`src/rtl/axi_lite_pkg.sv`:
```
// Shared definitions for the AXI4-Lite times-table responder: response codes,
// FSM state encoding, ROM address width and the product helper.
package axi_lite_pkg;

    localparam logic [1:0] RESP_OKAY   = 2'b00;
    localparam logic [1:0] RESP_SLVERR = 2'b10;

    localparam int TT_ADDR_W = 6;

    typedef enum logic [1:0] {
        ST_WAKE   = 2'd0,
        ST_IDLE   = 2'd1,
        ST_LOOKUP = 2'd2,
        ST_RESP   = 2'd3
    } rd_state_e;

    // Address is {a[2:0], b[2:0]}; 7*7 = 49 still fits in six bits.
    function automatic logic [TT_ADDR_W-1:0] tt_product(input logic [TT_ADDR_W-1:0] addr);
        return {3'b000, addr[5:3]} * {3'b000, addr[2:0]};
    endfunction

endpackage

```
`src/rtl/times_table_rom.sv`:
```
// One-cycle registered times-table lookup: prod = addr[5:3] * addr[2:0].
module times_table_rom
    import axi_lite_pkg::*;
(
    input  logic                 clk,
    input  logic [TT_ADDR_W-1:0] addr,
    output logic [TT_ADDR_W-1:0] prod
);

    // Register the product so the lookup behaves like a synchronous block memory.
    always_ff @(posedge clk) begin
        prod <= tt_product(addr);
    end

endmodule

```
`src/rtl/axi_lite_times_table_slave.sv`:
```
// AXI4-Lite read-channel responder serving a 0..7 x 0..7 times table after a
// configurable latency. One outstanding read at a time; out-of-range -> SLVERR.
module axi_lite_times_table_slave
    import axi_lite_pkg::*;
#(
    parameter int LATENCY      = 2,
    parameter bit STRICT_RANGE = 1'b1
) (
    input  logic        clk,
    input  logic        rst,
    input  logic [31:0] s_axi_araddr,
    input  logic        s_axi_arvalid,
    output logic        s_axi_arready,
    output logic [31:0] s_axi_rdata,
    output logic [1:0]  s_axi_rresp,
    output logic        s_axi_rvalid,
    input  logic        s_axi_rready,
    output logic        busy,
    output logic [15:0] rd_count
);

    localparam int CNT_W = 3;

    rd_state_e            state;
    rd_state_e            state_next;
    logic [CNT_W-1:0]     lat_cnt;
    logic [CNT_W-1:0]     lat_cnt_next;
    logic                 load_resp;
    logic [TT_ADDR_W-1:0] addr_q;
    logic                 err_q;
    logic [TT_ADDR_W-1:0] rom_addr;
    logic [TT_ADDR_W-1:0] rom_prod;
    logic [TT_ADDR_W-1:0] resp_prod;
    logic                 resp_err;
    logic                 ar_err;
    logic                 ar_hs;
    logic                 r_hs;
    logic [31:0]          rdata_q;
    logic [1:0]           rresp_q;
    logic [15:0]          rd_count_q;

    assign s_axi_arready = (state == ST_IDLE);
    assign s_axi_rvalid  = (state == ST_RESP);
    assign busy          = (state == ST_LOOKUP) || (state == ST_RESP);
    assign s_axi_rdata   = rdata_q;
    assign s_axi_rresp   = rresp_q;
    assign rd_count      = rd_count_q;

    assign ar_hs  = s_axi_arvalid && s_axi_arready;
    assign r_hs   = s_axi_rvalid && s_axi_rready;
    assign ar_err = STRICT_RANGE && (s_axi_araddr[31:TT_ADDR_W] != '0);

    // The ROM sees the live address on the handshake edge so its product is
    // ready one edge later; afterwards it keeps looking up the captured address.
    assign rom_addr = ar_hs ? s_axi_araddr[TT_ADDR_W-1:0] : addr_q;

    // With LATENCY==1 the response is loaded straight from IDLE, before the ROM
    // has had an edge, so that path computes the product directly.
    assign resp_err  = (state == ST_IDLE) ? ar_err : err_q;
    assign resp_prod = (state == ST_IDLE) ? tt_product(s_axi_araddr[TT_ADDR_W-1:0]) : rom_prod;

    times_table_rom u_rom (
        .clk  (clk),
        .addr (rom_addr),
        .prod (rom_prod)
    );

    // State register and latency counter.
    always_ff @(posedge clk or negedge rst) begin
        if (!rst) begin
            state   <= ST_WAKE;
            lat_cnt <= '0;
        end else begin
            state   <= state_next;
            lat_cnt <= lat_cnt_next;
        end
    end

    // Next-state logic: accept in IDLE, count down in LOOKUP, hold in RESP until rready.
    always_comb begin
        state_next   = state;
        lat_cnt_next = lat_cnt;
        load_resp    = 1'b0;
        case (state)
            ST_WAKE: begin
                state_next = ST_IDLE;
            end
            ST_IDLE: begin
                if (ar_hs) begin
                    if (LATENCY == 1) begin
                        state_next = ST_RESP;
                        load_resp  = 1'b1;
                    end else begin
                        state_next   = ST_LOOKUP;
                        lat_cnt_next = CNT_W'(LATENCY - 1);
                    end
                end
            end
            ST_LOOKUP: begin
                lat_cnt_next = lat_cnt - CNT_W'(1);
                if (lat_cnt == CNT_W'(1)) begin
                    state_next = ST_RESP;
                    load_resp  = 1'b1;
                end
            end
            ST_RESP: begin
                if (r_hs) begin
                    state_next = ST_IDLE;
                end
            end
            default: begin
                state_next = ST_WAKE;
            end
        endcase
    end

    // Capture the request address and range flag on the AR handshake.
    always_ff @(posedge clk or negedge rst) begin
        if (!rst) begin
            addr_q <= '0;
            err_q  <= 1'b0;
        end else if (ar_hs) begin
            addr_q <= s_axi_araddr[TT_ADDR_W-1:0];
            err_q  <= ar_err;
        end
    end

    // Load the response once on entry to RESP so it stays stable under backpressure.
    always_ff @(posedge clk or negedge rst) begin
        if (!rst) begin
            rdata_q <= '0;
            rresp_q <= RESP_OKAY;
        end else if (load_resp) begin
            rdata_q <= resp_err ? 32'd0 : {{(32 - TT_ADDR_W){1'b0}}, resp_prod};
            rresp_q <= resp_err ? RESP_SLVERR : RESP_OKAY;
        end
    end

    // Count completed R handshakes, wrapping naturally at 16 bits.
    always_ff @(posedge clk or negedge rst) begin
        if (!rst) begin
            rd_count_q <= '0;
        end else if (r_hs) begin
            rd_count_q <= rd_count_q + 16'd1;
        end
    end

endmodule
```
`config.mk`:
```
export PLATFORM = sky130hd
export DESIGN_NAME = axi_lite_times_table_slave
export DESIGN_NICKNAME = d
export VERILOG_FILES = /design/src/rtl/axi_lite_pkg.sv /design/src/rtl/times_table_rom.sv /design/src/rtl/axi_lite_times_table_slave.sv
export SDC_FILE = /design/constraint.sdc
export NUM_CORES = 1
export LEC_CHECK = 0
export CORE_MARGIN = 2
export CORE_UTILIZATION = 48
export CTS_CLUSTER_DIAMETER = 80
export CTS_CLUSTER_SIZE = 10
export DETAILED_ROUTE_END_ITERATION = 8
export GPL_TIMING_DRIVEN = 0
export HOLD_SLACK_MARGIN = 0.05
export PLACE_DENSITY = 0.81
export SKIP_LAST_GASP = 1
export SLEW_MARGIN = 0
export SYNTH_ARGS = -nofsm -noshare
export SYNTH_HDL_FRONTEND = slang
export SYNTH_SLANG_ARGS = --single-unit
```
`constraint.sdc`:
```
create_clock -name clk -period 6.2 [get_ports clk]
set_input_delay 1.86 -clock clk [delete_from_list [all_inputs] [get_ports clk]]
set_output_delay 1.86 -clock clk [all_outputs]
set_load 0.05 [all_outputs]
```
==> impl_metrics.prom, run 1 <==
# TYPE chip_impl_metric gauge
chip_impl_metric{name="finalMaxSlewViolations",unit=""} 0
chip_impl_metric{name="final_antenna_net_count",unit=""} 0
chip_impl_metric{name="clock_sinks",unit=""} 41
chip_impl_info{name="final_common_cell",value="clkdlybuf4s50_1"} 1
chip_impl_metric{name="numPortBuffers",unit=""} 61
chip_impl_metric{name="cts-buffers-inserted",unit=""} 5
chip_impl_metric{name="cts.clk_slew.worst_paths",unit="ns"} 0.08
chip_impl_metric{name="drive_gt1_share",unit="%"} 15.6
chip_impl_metric{name="syn-mean-instance-area",unit="µm²"} 10.2
chip_impl_metric{name="grt_pass1_vias",unit=""} 1690
chip_impl_info{name="ys_top_cells_by_area",value="dfrtp_1, buf_4, ha_1"} 1
chip_impl_info{name="setup.worst_path.end_class",value="flip-flop"} 1
chip_impl_metric{name="layout.core_utilization",unit="%"} 69.4
chip_impl_metric{name="place_worst_setup_slack",unit="ns"} 1.61
chip_impl_info{name="synth_flop_cell",value="dfrtp_1"} 1
chip_impl_metric{name="postCtsSetupBuffers",unit=""} 0
chip_impl_metric{name="postSynthRegisterBits",unit=""} 41
chip_impl_metric{name="worst_slack_setup_final",unit="ns"} 1.93
chip_impl_info{name="grt_setup_unrepaired",value="false"} 1
chip_impl_info{name="worst-setup-path-type",value="input port to flip-flop"} 1
chip_impl_info{name="clockRootBuffer",value="clkbuf_8"} 1
chip_impl_metric{name="post-place-cells",unit=""} 393
chip_impl_metric{name="syn_area",unit="mm²"} 0.00244
chip_impl_info{name="highest_count_cells_in_the_layout_ignoring_fill_and_taps",value="clkdlybuf4s50_1, dfrtp_1, buf_4, conb_1, inv_1"} 1
chip_impl_info{name="crit_path_start_kind",value="input port"} 1
chip_impl_metric{name="vdd_drop_max",unit="V"} 0.000220
chip_impl_metric{name="number_of_standard_cell_rows_in_the_floorplan",unit=""} 25
chip_impl_metric{name="final-setup-viol-count",unit=""} 0
chip_impl_metric{name="power_per_cell_area",unit="mW/mm²"} 400
chip_impl_metric{name="grt_remaining_overflow",unit=""} 0
chip_impl_metric{name="detailroute.via_count",unit=""} 1862
chip_impl_metric{name="design.core.area",unit="mm²"} 0.00482
chip_impl_metric{name="floorplan.initialDensity",unit="%"} 50.6
chip_impl_metric{name="share_of_flip_flops_with_an_asynchronous_set_or_reset",unit="%"} 85.4
chip_impl_metric{name="max-cap-violations",unit=""} 0
chip_impl_metric{name="achievable-frequency",unit="MHz"} 234
chip_impl_info{name="clock_tree_from_tritoncts",value="yes"} 1
chip_impl_metric{name="cellLeakagePower",unit="nW"} 1.65
chip_impl_info{name="largest_area_contributor_in_the_synthesized_netlist",value="dfrtp_1"} 1
chip_impl_metric{name="clock_latency",unit="ns"} 0.29
chip_impl_metric{name="global_route_wire_length_before_repair",unit="µm"} 7220
chip_impl_metric{name="netlist-cell-type-count",unit=""} 39
chip_impl_metric{name="drt_iter0_markers",unit=""} 87
chip_impl_metric{name="grt_max_degree",unit=""} 36
chip_impl_metric{name="hold_buffers",unit=""} 0
chip_impl_metric{name="synth_sequential_area_ratio",unit="%"} 40.8
chip_impl_metric{name="post-route-period-util",unit="%"} 68.9
chip_impl_info{name="worstHoldPathType",value="flip-flop to flip-flop"} 1
chip_impl_metric{name="worst_clock_skew",unit="ns"} 0.00455
chip_impl_metric{name="critPathMaxFanout",unit=""} 8
chip_impl_metric{name="slew-limit-headroom",unit="%"} 50.2
chip_impl_metric{name="cp_data_required_time",unit="ns"} 6.40
chip_impl_metric{name="finalSetupTns",unit="ns"} 0
chip_impl_metric{name="viasPerCell",unit=""} 4.64
chip_impl_metric{name="design.die.area",unit="mm²"} 0.00567
chip_impl_metric{name="cts-htree-levels",unit=""} 2
chip_impl_metric{name="clockBufferDepth",unit=""} 2
chip_impl_metric{name="io-pin-count",unit=""} 89
chip_impl_metric{name="nets",unit=""} 389
chip_impl_metric{name="finish.cell_count_without_fillers",unit=""} 401
chip_impl_metric{name="yosys_warnings",unit=""} 0
chip_impl_metric{name="synth_cells",unit=""} 239
chip_impl_metric{name="fp.dieW",unit="µm"} 75.3
chip_impl_metric{name="post_drt_wl_per_cell",unit="µm"} 11.6
chip_impl_metric{name="worst_ep_arrival_time",unit="ns"} 4.47
chip_impl_metric{name="firstDrtPassIters",unit=""} 4
chip_impl_metric{name="antenna_found_initial",unit=""} 0
chip_impl_metric{name="synth_top_cell_area_share",unit="%"} 35.9
chip_impl_metric{name="post_cts.resized_instances",unit=""} 0
chip_impl_metric{name="die_h",unit="µm"} 75.3
chip_impl_metric{name="detail_route.wirelength",unit="µm"} 4660
chip_impl_metric{name="final_critical_path_required_period",unit="ns"} 4.27
chip_impl_metric{name="grt.total_usage",unit="%"} 16.8
chip_impl_metric{name="number_of_enable_type_register_cells_in_the_synthesized_netlist",unit=""} 0
chip_impl_info{name="outcome",value="completed"} 1
chip_impl_metric{name="tightestPinTransition",unit="ns"} 0.747
chip_impl_metric{name="globalplace.congestion",unit=""} 0.812
chip_impl_metric{name="diodes",unit=""} 0
chip_impl_metric{name="syn_to_final_growth",unit="%"} 37.0
chip_impl_metric{name="dpl.hpwl",unit="µm"} 3800
chip_impl_metric{name="hold_viol_final",unit=""} 0
chip_impl_metric{name="residual_drc",unit=""} 0
[through the flow]
| stage | total power [mW] | hold WS, ns | cell area [µm²] |
|---|---|---|---|
| finish | 1.34 | 0.471 | 3340 |
| global route | 1.44 | 0.506 | 3340 |
| CTS | 1.35 | 0.477 | 3340 |
| detailed placement | 1.13 | 0.466 | 3230 |
| global placement | 1.11 | 0.461 | 3230 |
| floorplan | 0.927 | 0.450 | 2540 |
[per-layer routing]
layer	vias to the layer above	global-route usage, %	wire [µm]
met1	849	20.5	1950
met5	-	0	0
li1	936	-	-
met4	0	3.51	46
met2	72	29.5	2230
met3	5	5.22	431
[final cells by class]
class | instances | area (µm²)
Buffer | 29 | 211
Clock buffer | 5 | 68.8
Clock inverter | 3 | 46.3
Fill cell | 396 | 1480
Inverter | 22 | 82.6
Multi-Input combinational cell | 173 | 1250
Sequential cell | 41 | 996
Tap cell | 67 | 83.8
Timing Repair Buffer | 61 | 606
[registers in the layout, summed over array words and instances, names as in the netlist]
signal and count:
rd_count 16, lat_cnt 3, s_axi_rresp 1, err_q 1, addr_q 6, state 2
s_axi_rdata 6, u_rom.prod 6
[synth_stat cells (2+ instances only)]
library cell	instances
xor2_1	5
o21ai_0	8
ha_1	16
mux2i_1	10
nand2b_1	3
and4_1	2
nor2b_1	2
inv_1	22
dfrtp_1	35
nand2_2	2
dfxtp_1	6
a21oi_1	2
buf_4	27
mux2_2	2
xnor2_1	12
nand4_1	3
and2_1	5
and3_1	3
nor2_1	14
a21o_1	3
fa_1	4
o31ai_1	6
nand3_1	8
nand2_1	19
nor4_2	6
[final timing paths]
check                              start              to  slack [ns]  depth (start not counted)
max                        s_axi_arvalid   u_rom.prod[3]        1.93                          9
min                         rd_count[15]    rd_count[15]        0.47                          1
max reg2reg                     state[1]   u_rom.prod[3]        3.23                         10
min reg2reg                 rd_count[15]    rd_count[15]        0.47                          1
max in group asynchronous            rst  s_axi_rdata[4]        4.10                          1
min in group asynchronous            rst     rd_count[5]        1.62                          1
[critical path, cell delays in order]
cell	delay (ns)
clkdlybuf4s50_1	0.49
nand2_1	0.35
mux2i_1	0.38
nor2_1	0.12
fa_1	0.55
ha_1	0.16
inv_1	0.05
fa_1	0.47
inv_1	0.04
[cells by family (layout without fill, tap and decap cells)]
logic type,count (synthesis),in the layout,share of synthesized area [%]
muxes,12,12,5.03
and+or+nand+nor,72,72,17.5
adders and majority gates,20,20,11.5
buffers and inverters,51,120,12.1
other,1,27,0.154
DFF,41,41,40.8
xor gates and xnor gates,17,17,6.11
AOI/OAI and AO/OA,25,25,6.82
[report_power, final]
part | switching (mW) | internal, mW
logic | 0.442 | 0.264
clock network | 0.0959 | 0.120
registers | 0.0552 | 0.358
(Power assumes the default switching activity.)
==> run 2: changes to the inputs <==
--- a/config.mk
+++ b/config.mk
@@ -6,13 +6,13 @@
 export NUM_CORES = 1
 export LEC_CHECK = 0
 export CORE_MARGIN = 2
-export CORE_UTILIZATION = 48
+export CORE_UTILIZATION = 45
 export CTS_CLUSTER_DIAMETER = 80
 export CTS_CLUSTER_SIZE = 10
 export DETAILED_ROUTE_END_ITERATION = 8
 export GPL_TIMING_DRIVEN = 0
 export HOLD_SLACK_MARGIN = 0.05
-export PLACE_DENSITY = 0.81
+export PLACE_DENSITY = 0.77
 export SKIP_LAST_GASP = 1
 export SLEW_MARGIN = 0
 export SYNTH_ARGS = -nofsm -noshare
==> constraint.sdc (replaced) <==
create_clock -name clk -period 4.17 [get_ports clk]
set_input_delay 1.251 -clock clk [delete_from_list [all_inputs] [get_ports clk]]
set_output_delay 1.251 -clock clk [all_outputs]
set_load 0.05 [all_outputs]
==> impl_metrics.prom, run 2 (same netlist as run 1, synthesis figures left out) <==
# TYPE chip_impl_metric gauge
chip_impl_metric{name="numPortBuffers",unit=""} 61
chip_impl_metric{name="achievable-frequency",unit="MHz"} 269
chip_impl_metric{name="globalplace.congestion",unit=""} 0.754
chip_impl_metric{name="io-pin-count",unit=""} 89
chip_impl_metric{name="final-setup-viol-count",unit=""} 0
chip_impl_metric{name="hold_viol_final",unit=""} 0
chip_impl_metric{name="post_drt_wl_per_cell",unit="µm"} 11.7
chip_impl_metric{name="design.core.area",unit="mm²"} 0.00517
chip_impl_metric{name="final_critical_path_required_period",unit="ns"} 3.72
chip_impl_metric{name="drive_gt1_share",unit="%"} 15.6
chip_impl_metric{name="antenna_found_initial",unit=""} 0
chip_impl_info{name="highest_count_cells_in_the_layout_ignoring_fill_and_taps",value="clkdlybuf4s50_1, dfrtp_1, buf_4, conb_1, inv_1"} 1
chip_impl_metric{name="fp.dieW",unit="µm"} 77.6
chip_impl_metric{name="worst_clock_skew",unit="ns"} 0.00747
chip_impl_metric{name="diodes",unit=""} 0
chip_impl_metric{name="multi_input_area",unit="mm²"} 0.00125
chip_impl_metric{name="global_route_wire_length_before_repair",unit="µm"} 8030
chip_impl_metric{name="cts-htree-levels",unit=""} 2
chip_impl_metric{name="drt_iter0_markers",unit=""} 67
chip_impl_metric{name="finalSetupTns",unit="ns"} 0
chip_impl_metric{name="floorplan.initialDensity",unit="%"} 47.1
chip_impl_metric{name="design.die.area",unit="mm²"} 0.00602
chip_impl_metric{name="clock_latency",unit="ns"} 0.29
chip_impl_metric{name="cts-buffers-inserted",unit=""} 5
chip_impl_metric{name="report.power.total",unit="mW"} 1.99
chip_impl_metric{name="critPathMaxFanout",unit=""} 8
chip_impl_metric{name="seq_area",unit="µm²"} 996
chip_impl_metric{name="syn_to_final_growth",unit="%"} 37.1
chip_impl_metric{name="nets",unit=""} 389
chip_impl_metric{name="grt_max_degree",unit=""} 36
chip_impl_metric{name="hold_buffers",unit=""} 0
chip_impl_metric{name="residual_drc",unit=""} 0
chip_impl_metric{name="final_antenna_net_count",unit=""} 0
chip_impl_metric{name="grt.total_usage",unit="%"} 16.6
chip_impl_metric{name="number_of_standard_cell_rows_in_the_floorplan",unit=""} 26
chip_impl_metric{name="firstDrtPassIters",unit=""} 4
chip_impl_metric{name="number_of_flip_flops_under_the_largest_register_name",unit=""} 16
chip_impl_info{name="slowest_stage",value="fa_1"} 1
chip_impl_metric{name="clockBufferDepth",unit=""} 2
chip_impl_metric{name="max-cap-violations",unit=""} 0
chip_impl_info{name="grt_setup_unrepaired",value="false"} 1
chip_impl_metric{name="detail_route.wirelength",unit="µm"} 4750
chip_impl_info{name="worst-setup-path-type",value="input port to flip-flop"} 1
chip_impl_info{name="worstHoldPathType",value="flip-flop to flip-flop"} 1
chip_impl_info{name="critical-path-top-delay-family",value="adder cells"} 1
chip_impl_metric{name="hold_slack",unit="ns"} 0.479
chip_impl_metric{name="cp_slowest_stage_delay",unit="ns"} 0.55
chip_impl_metric{name="cellLeakagePower",unit="nW"} 1.65
chip_impl_metric{name="slew-limit-headroom",unit="%"} 49.9
chip_impl_metric{name="worst_ep_arrival_time",unit="ns"} 3.91
chip_impl_metric{name="viasPerCell",unit=""} 4.58
chip_impl_metric{name="detailroute.via_count",unit=""} 1851
chip_impl_metric{name="worst-path-buf-inv",unit=""} 3
chip_impl_metric{name="cts.clk_slew.worst_paths",unit="ns"} 0.08
chip_impl_info{name="setup.worst_path.end_class",value="flip-flop"} 1
chip_impl_metric{name="finalMaxSlewViolations",unit=""} 0
chip_impl_info{name="crit_path_start_kind",value="input port"} 1
chip_impl_metric{name="clock_sinks",unit=""} 41
chip_impl_metric{name="power_per_cell_area",unit="mW/mm²"} 594
chip_impl_info{name="clockRootBuffer",value="clkbuf_8"} 1
chip_impl_info{name="clock_tree_from_tritoncts",value="yes"} 1
chip_impl_metric{name="vdd_drop_max",unit="V"} 0.000268
chip_impl_metric{name="num-fill-cells",unit=""} 437
chip_impl_metric{name="post-route-period-util",unit="%"} 89.2
chip_impl_metric{name="dpl.hpwl",unit="µm"} 3840
chip_impl_metric{name="die_h",unit="µm"} 77.6
chip_impl_metric{name="grt_pass1_vias",unit=""} 1791
chip_impl_metric{name="grt_remaining_overflow",unit=""} 0
chip_impl_info{name="timing.critical_path.cells",value="clkdlybuf4s50_1 -> nand2_1 -> mux2i_1 -> nor2_1 -> fa_1 -> ha_1 -> inv_1 -> fa_1 -> inv_1"} 1
chip_impl_info{name="final_common_cell",value="clkdlybuf4s50_1"} 1
chip_impl_metric{name="post_cts.resized_instances",unit=""} 0
chip_impl_metric{name="tightestPinTransition",unit="ns"} 0.752
chip_impl_metric{name="postCtsSetupBuffers",unit=""} 0
chip_impl_info{name="outcome",value="completed"} 1
chip_impl_metric{name="cp_data_required_time",unit="ns"} 4.36
[run 2: cell counts in the layout (fill, tap and decap cells not counted)]
Identical to the previous run, type by type.
[run 2: where the power goes]
part	switching, mW	internal (mW)	total (mW)
Sequential	0.0801	0.532	0.612
Clock	0.139	0.179	0.318
Combinational	0.662	0.395	1.06
Total	0.881	1.11	1.99
[run 2: area by class of cell]
| class | count | share of cell area, % |
|---|---|---|
| multi-input cells | 173 | 37.3 |
| flip-flops and latches | 41 | 29.8 |
| repair buffers | 61 | 18.1 |
| plain buffers | 29 | 6.32 |
| well taps | 70 | 2.62 |
| inverters | 22 | 2.47 |
| clock buffers | 5 | 2.06 |
| clock inverters | 3 | 1.38 |
[run 2: layer usage]
| layer | GRT usage, % | up-vias | part of all wire [%] |
|---|---|---|---|
| met5 | 0 | - | 0 |
| met4 | 4.82 | 0 | 0.80 |
| met3 | 5.47 | 2 | 7.9 |
| met2 | 29.0 | 66 | 48 |
| met1 | 19.3 | 848 | 43 |
| li1 | - | 935 | - |
[run 2: per-stage QoR]
| stage | setup slack [ns] | util (%) | instances | cell area [µm²] |
|---|---|---|---|---|
| detailed placement | 0.148 | 62.4 | 396 | 3230 |
| CTS | 0.446 | 64.7 | 404 | 3340 |
| finish | 0.450 | 64.7 | 404 | 3340 |
| global placement | 0.167 | 62.5 | 396 | 3230 |
| global route | 0.277 | 64.7 | 404 | 3340 |
| floorplan | 0.913 | - | 265 | 2540 |
[run 2: path summary, 6_finish.rpt]
kind | from | to | slack (ns) | cells past startpoint
setup reg to reg | state[1] | u_rom.prod[3] | 1.16 | 10
min in group asynchronous | rst | rd_count[7] | 1.02 | 1
hold reg to reg | rd_count[15] | rd_count[15] | 0.48 | 1
hold / removal | rd_count[15] | rd_count[15] | 0.48 | 1
max in group asynchronous | rst | addr_q[4] | 2.66 | 1
setup / recovery | s_axi_arvalid | u_rom.prod[3] | 0.45 | 9
==> run 3: changes to the inputs <==
==> constraint.sdc (replaced) <==
create_clock -name clk -period 4.17 [get_ports clk]
set_input_delay 0.6255 -clock clk [delete_from_list [all_inputs] [get_ports clk]]
set_output_delay 0.6255 -clock clk [all_outputs]
set_load 0.05 [all_outputs]
==> results of run 3 <==
The final DEF is identical to that of run 2. Status: completed.
Among the figures that moved: setup slack after placement 0.148 ns -> 0.774 ns; setup slack after layout 0.450 ns -> 1.08 ns; hold slack 0.479 ns -> 0.398 ns
